**config.mk**
```make
export PLATFORM = sky130hd
export DESIGN_NAME = cmd_sched_arbiter
export DESIGN_NICKNAME = d
export VERILOG_FILES = /design/src/rtl/cmd_sched_arbiter.sv
export SDC_FILE = /design/constraint.sdc
export NUM_CORES = 1
export LEC_CHECK = 0
export ABC_CLOCK_PERIOD_IN_PS = 2400
export BUFFER_PORTS_ARGS = -buffer_cell sky130_fd_sc_hd__buf_2
export CAP_MARGIN = 40
export CORE_UTILIZATION = 35
export CTS_BUF_LIST = sky130_fd_sc_hd__clkbuf_16
export DETAILED_ROUTE_END_ITERATION = 16
export PLACE_DENSITY_LB_ADDON = 0.2
export SLEW_MARGIN = 30
export SYNTH_ARGS = -nofsm -noshare
export SYNTH_HDL_FRONTEND = slang
export SYNTH_SLANG_ARGS = --single-unit
```
**constraint.sdc**
```tcl
create_clock -name clk -period 2.4 [get_ports clk]
set_input_delay 0.36 -clock clk [delete_from_list [all_inputs] [get_ports clk]]
set_output_delay 0.36 -clock clk [all_outputs]
set_load 0.1 [all_outputs]
```
**src/rtl/cmd_sched_arbiter.sv**
```systemverilog
// Round-robin arbiter sharing one command executor among N_REQ requesters.
// One command in flight; accept timeout in SEND and a guard delay after every command.
module cmd_sched_arbiter #(
  parameter int N_REQ        = 4,
  parameter int CMD_W        = 3,
  parameter int TIMER_W      = 28,
  parameter int GUARD_CYCLES = 200000000,
  parameter int ACK_TIMEOUT  = 1024
) (
  input  logic                   clk,
  input  logic                   rst,
  input  logic                   en,
  input  logic [N_REQ-1:0]       req,
  input  logic [N_REQ*CMD_W-1:0] req_cmd,
  output logic [N_REQ-1:0]       grant,
  output logic [N_REQ-1:0]       done,
  output logic                   err,
  output logic [CMD_W-1:0]       command,
  output logic                   start,
  input  logic                   ready_command,
  output logic                   busy
);

  localparam int PTR_W = (N_REQ > 1) ? $clog2(N_REQ) : 1;
  localparam int ACK_W = $clog2(ACK_TIMEOUT) + 1;
  localparam logic [ACK_W-1:0]   ACK_LAST   = ACK_W'(ACK_TIMEOUT - 1);
  localparam logic [TIMER_W-1:0] GUARD_INIT = TIMER_W'(GUARD_CYCLES);

  // Executor handshake: start rises with grant and stays high until the executor
  // pulls ready_command low (accept); the command is complete when ready_command
  // returns high. ready_command low on the first SEND cycle counts as accept.
  typedef enum logic [1:0] {IDLE = 2'd0, SEND = 2'd1, WAITCOM = 2'd2, GUARD = 2'd3} state_t;

  state_t             state, state_d;
  logic [PTR_W-1:0]   rr_ptr, rr_ptr_d;
  logic [PTR_W-1:0]   owner, owner_d;
  logic [ACK_W-1:0]   ack_cnt, ack_cnt_d;
  logic [TIMER_W-1:0] guard_cnt, guard_cnt_d;
  logic [N_REQ-1:0]   grant_d, done_d;
  logic [CMD_W-1:0]   command_d;
  logic               start_d, err_d;

  logic [CMD_W-1:0]   cmd_arr [N_REQ];
  logic               any_req;
  logic [PTR_W-1:0]   win_idx;
  logic [PTR_W-1:0]   cand_idx;
  logic [PTR_W-1:0]   rr_next;

  always_comb begin
    for (int i = 0; i < N_REQ; i++) cmd_arr[i] = req_cmd[i*CMD_W +: CMD_W];
  end

  // First requester at or after rr_ptr, wrapping modulo N_REQ.
  always_comb begin
    any_req  = 1'b0;
    win_idx  = '0;
    cand_idx = '0;
    for (int k = 0; k < N_REQ; k++) begin
      cand_idx = PTR_W'((int'(rr_ptr) + k) % N_REQ);
      if (!any_req && req[cand_idx]) begin
        any_req = 1'b1;
        win_idx = cand_idx;
      end
    end
  end

  assign rr_next = (owner == PTR_W'(N_REQ - 1)) ? '0 : owner + PTR_W'(1);
  assign busy    = (state != IDLE);

  always_ff @(posedge clk or negedge rst) begin
    if (!rst) state <= IDLE;
    else      state <= state_d;
  end

  always_comb begin
    state_d = state;
    unique case (state)
      IDLE:    if (en && any_req) state_d = SEND;
      SEND:    if (!ready_command) state_d = WAITCOM;
               else if (ack_cnt == ACK_LAST) state_d = GUARD;
      WAITCOM: if (ready_command) state_d = GUARD;
      GUARD:   if (guard_cnt == '0) state_d = IDLE;
      default: state_d = IDLE;
    endcase
  end

  always_comb begin
    owner_d     = owner;
    command_d   = command;
    grant_d     = grant;
    start_d     = start;
    done_d      = '0;
    err_d       = 1'b0;
    rr_ptr_d    = rr_ptr;
    ack_cnt_d   = ack_cnt;
    guard_cnt_d = guard_cnt;
    unique case (state)
      IDLE: begin
        if (en && any_req) begin
          owner_d   = win_idx;
          command_d = cmd_arr[win_idx];
          grant_d   = N_REQ'(1) << win_idx;
          start_d   = 1'b1;
          ack_cnt_d = '0;
        end
      end
      SEND: begin
        if (!ready_command) begin
          start_d = 1'b0;
        end else if (ack_cnt == ACK_LAST) begin
          start_d     = 1'b0;
          grant_d     = '0;
          done_d      = N_REQ'(1) << owner;
          err_d       = 1'b1;
          rr_ptr_d    = rr_next;
          guard_cnt_d = GUARD_INIT;
        end else begin
          ack_cnt_d = ack_cnt + ACK_W'(1);
        end
      end
      WAITCOM: begin
        if (ready_command) begin
          grant_d     = '0;
          done_d      = N_REQ'(1) << owner;
          rr_ptr_d    = rr_next;
          guard_cnt_d = GUARD_INIT;
        end
      end
      GUARD: begin
        if (guard_cnt != '0) guard_cnt_d = guard_cnt - TIMER_W'(1);
      end
      default: ;
    endcase
  end

  always_ff @(posedge clk or negedge rst) begin
    if (!rst) begin
      owner     <= '0;
      command   <= '0;
      grant     <= '0;
      start     <= 1'b0;
      done      <= '0;
      err       <= 1'b0;
      rr_ptr    <= '0;
      ack_cnt   <= '0;
      guard_cnt <= '0;
    end else begin
      owner     <= owner_d;
      command   <= command_d;
      grant     <= grant_d;
      start     <= start_d;
      done      <= done_d;
      err       <= err_d;
      rr_ptr    <= rr_ptr_d;
      ack_cnt   <= ack_cnt_d;
      guard_cnt <= guard_cnt_d;
    end
  end

endmodule

```
==> impl_metrics.toml <==
[logic_synthesis]
synth_fa_ha_area_share_pct = 4.64
synthArstFlopShare_pct = 100
synth-simple-area-share_pct = 25.6
ys_top_cells_by_area = "dfrtp_1, xor2_1, ha_1, nor2_1, nand2_1"
ys_seq_elements = 58
netlist_area_sq_um = 3230
yosys.area.top_type = "dfrtp_1"
synth_top_family_by_area = "simple AND/OR/NAND/NOR gates"
synth_compound_area_share_pct = 7.54
yosys.area.top_type_share_pct = 44.9
ys_seq_area_share_pct = 44.9
avgSynthCellArea_sq_um = 9.57
ys.flop_type = "dfrtp_1"
yosysUniqueCellTypes = 47
synthXorXnorAreaFrac_pct = 8.12
synth_edf_count = 0
yosysMostFrequentCell = "dfrtp_1"
postSynthCellCount = 338
synthesis.nets = 370
synth_common_cells = "dfrtp_1, nor2_1, nand2_1, xor2_1, inv_1"
yosys_warnings = 0
muxShareOfSynthArea_pct = 5.45

[pwr]
p_leak_uw = 0.00189
total_power_uw = 5400
seqPwrFrac_pct = 25.6
vdd_ir_drop_max_mv = 0.891
p_switching_uw = 2240
pwr-share-comb_pct = 47.5
power.internal_uw = 3150
swShare_pct = 41.6
power_density_nw_per_um2 = 1280
clkPwrFrac_pct = 27.0

[finish]
fin_area_sq_um = 4230
nets = 446
stdcell_count = 527
num-fill-cells = 872
drive_above_1_share_pct = 26.5
n_antenna_cell = 0
syn_to_final_growth_pct = 30.6

[floorplanning]
die-area_sq_um = 9630
die_h_um = 98.1
fp-row-count = 34
ios = 34
core_sq_um = 8850
start_util_pct = 36.6
die_w_um = 98.1

[worst_setup_path]
critPathMaxFanout = 5
cp_slowest_stage_delay_ns = 0.52
crit_chain = "or3_4 -> or4_4 -> or3_4 -> nand2_4 -> and4b_1 -> mux2_4"
criticalPathCategory = "flop to flop"
r2r_cells = 6
end_kind = "flop"
path_buf_inv = 0
critPathTopFamily = "simple AND/OR/NAND/NOR gates"
worstSetupStartpointType = "flop"
worst_path_most_repeated_cell = "or3_4"
slowest_stage = "or4_4"
r2r-end = "state[1]$_DFFE_PN0P_"
r2r-start = "guard_cnt[16]$_DFFE_PN0P_"
worst_ep_arrival_time_ns = 2.62
reg2reg_slack_ns = -0.007
critical_path_required_ns = 2.61

[sta]
hold_viol = 17
max_slew_margin_pct = 64.2
fin_crit_sh_pct = 100
fmax_mhz = 415
tightest_slew_ns = 0.532
drv_slew = 0
setup_viol = 1
final.min_clock_period_ns = 2.41
final.setup_skew_ns = 0.00739
hold_slack_ns = -0.0137
setup_slack_ns = -0.00675
rsz0062_at_grt = "true"

[routing]
detail_route.vias_per_cell = 5.05
dr.pass1.iters = 6
post_drt_wl_per_cell_um = 13.6
wirelength_um = 7190
vias = 2662
drc = 0
drt_iter0_drc = 64
drtAntennaViolNets = 0

[clock_network]
clk_pin_slew_ns = 0.06
clk_latency_ns = 0.33
cts_buffer_depth = 2
clkSinkCount = 58
cts-root-buf = "clkbuf_16"
cts_tree = "done"
cts_buffers = 9
cts_max_level = 3
ctsHoldBuffers = 0

[run_status]
violations = "hold timing, setup timing"
status = "finished with violations"

[grt]
grt_max_degree = 59
antenna_found_initial = 0
grt_pass1_vias = 2604
grt-ovfl-total = 0
grt_first_pass_wirelength_um = 12400
track_usage_pct = 16.2

[place]
dp_hpwl_um = 5040
numPortBuffers = 33
dp_slack_ns = -0.0320
post_dp_cell_area_sq_um = 3810
dp.cells = 508
place_congestion = 0.728

[flow_run]
cap_violations = 0

[worst_hold_path]
worstHoldPathType = "input port to asynchronous set/reset pin"
-- area by class of cell --
| class | count | area (sq um) | share of cell area, % |
|---|---|---|---|
| clock buffer | 9 | 225 | 5.33 |
| sequential | 58 | 1450 | 34.3 |
| clock inverter | 7 | 108 | 2.55 |
| timing repair buffer | 75 | 509 | 12.1 |
| tap | 108 | 135 | 3.20 |
| multi-input combinational | 253 | 1730 | 41.0 |
| inverter | 17 | 63.8 | 1.51 |
-- worst max-delay path by stage --
stage	end	slack, ns	start	cells after the start
6_report	state[1]$_DFFE_PN0P_	-0.007	guard_cnt[16]$_DFFE_PN0P_	6
5_1_grt	guard_cnt[24]$_DFFE_PN0P_	-0.08	guard_cnt[16]$_DFFE_PN0P_	6
4_1_cts	guard_cnt[24]$_DFFE_PN0P_	-0.01	guard_cnt[16]$_DFFE_PN0P_	6
3_5_place_dp	guard_cnt[21]$_DFFE_PN0P_	-0.03	guard_cnt[16]$_DFFE_PN0P_	7
3_3_place_gp	guard_cnt[24]$_DFFE_PN0P_	-0.006	guard_cnt[16]$_DFFE_PN0P_	6
2_1_floorplan	state[1]$_DFFE_PN0P_	-0.11	guard_cnt[13]$_DFFE_PN0P_	8
-- placed cells by master (no fill, tap or decap), types with 4 or more instances in the layout --
master,n
a21oi_1,8
and2_1,6
buf_2,33
buf_4,39
clkbuf_16,9
dfrtp_1,58
ha_1,12
inv_1,17
mux2_2,4
mux2i_1,12
nand2_1,32
nand2b_1,7
nand3_1,8
nand3_2,5
nand4_1,14
nor2_1,40
nor3_1,9
nor4_1,8
o21ai_0,12
or3_1,5
xnor2_1,8
xor2_1,22
-- timing repair --
action,CTS,global route
buffers inserted,2,0
gates cloned,0,0
resized for setup,2,7
pin swaps,2,2
setup endpoints to repair,9,10
-- sequential cells by signal, indices dropped and copies added, names as in the netlist --
register,count
owner,2
start,1
done,4
ack_cnt,11
err,1
state,2
grant,4
rr_ptr,2
command,3
guard_cnt,28
-- power by group through the flow --
stage                     registers (uW)  clock network, uW  logic [uW]
after global routing                1410               1530        2800
final                               1380               1460        2560
after floorplan                     1810                  0        1320
after CTS                           1380               1490        2540
after global placement              1390                  0        2490
after detailed placement            1390                  0        2520
-- kinds of logic after synthesis --
kind of cell | count (synthesis)
xor+xnor | 30
compound gates | 37
fa+ha+maj | 12
flops | 58
mux | 17
simple gates | 157
buf+inv | 27
-- layer usage --
layer  part of all wire [%]  GRT usage, %  vias up  wire length [um]
li1                       -             -     1338                 -
met1                     48          21.0     1261              3460
met2                     46          26.0       49              3330
met3                    4.3          5.37       14               309
met4                    1.2          4.13        0                86
met5                      0             0        -                 0
-- metrics by stage --
stage,utilization [%],TNS (ns)
finish,47.8,-0.00675
global route,47.8,-0.166
CTS,47.2,-0.0104
detailed placement,43.1,-0.130
global placement,43.1,-0.00597
floorplan,-,-0.520
No activity file was read; power rests on OpenSTA's default activity.
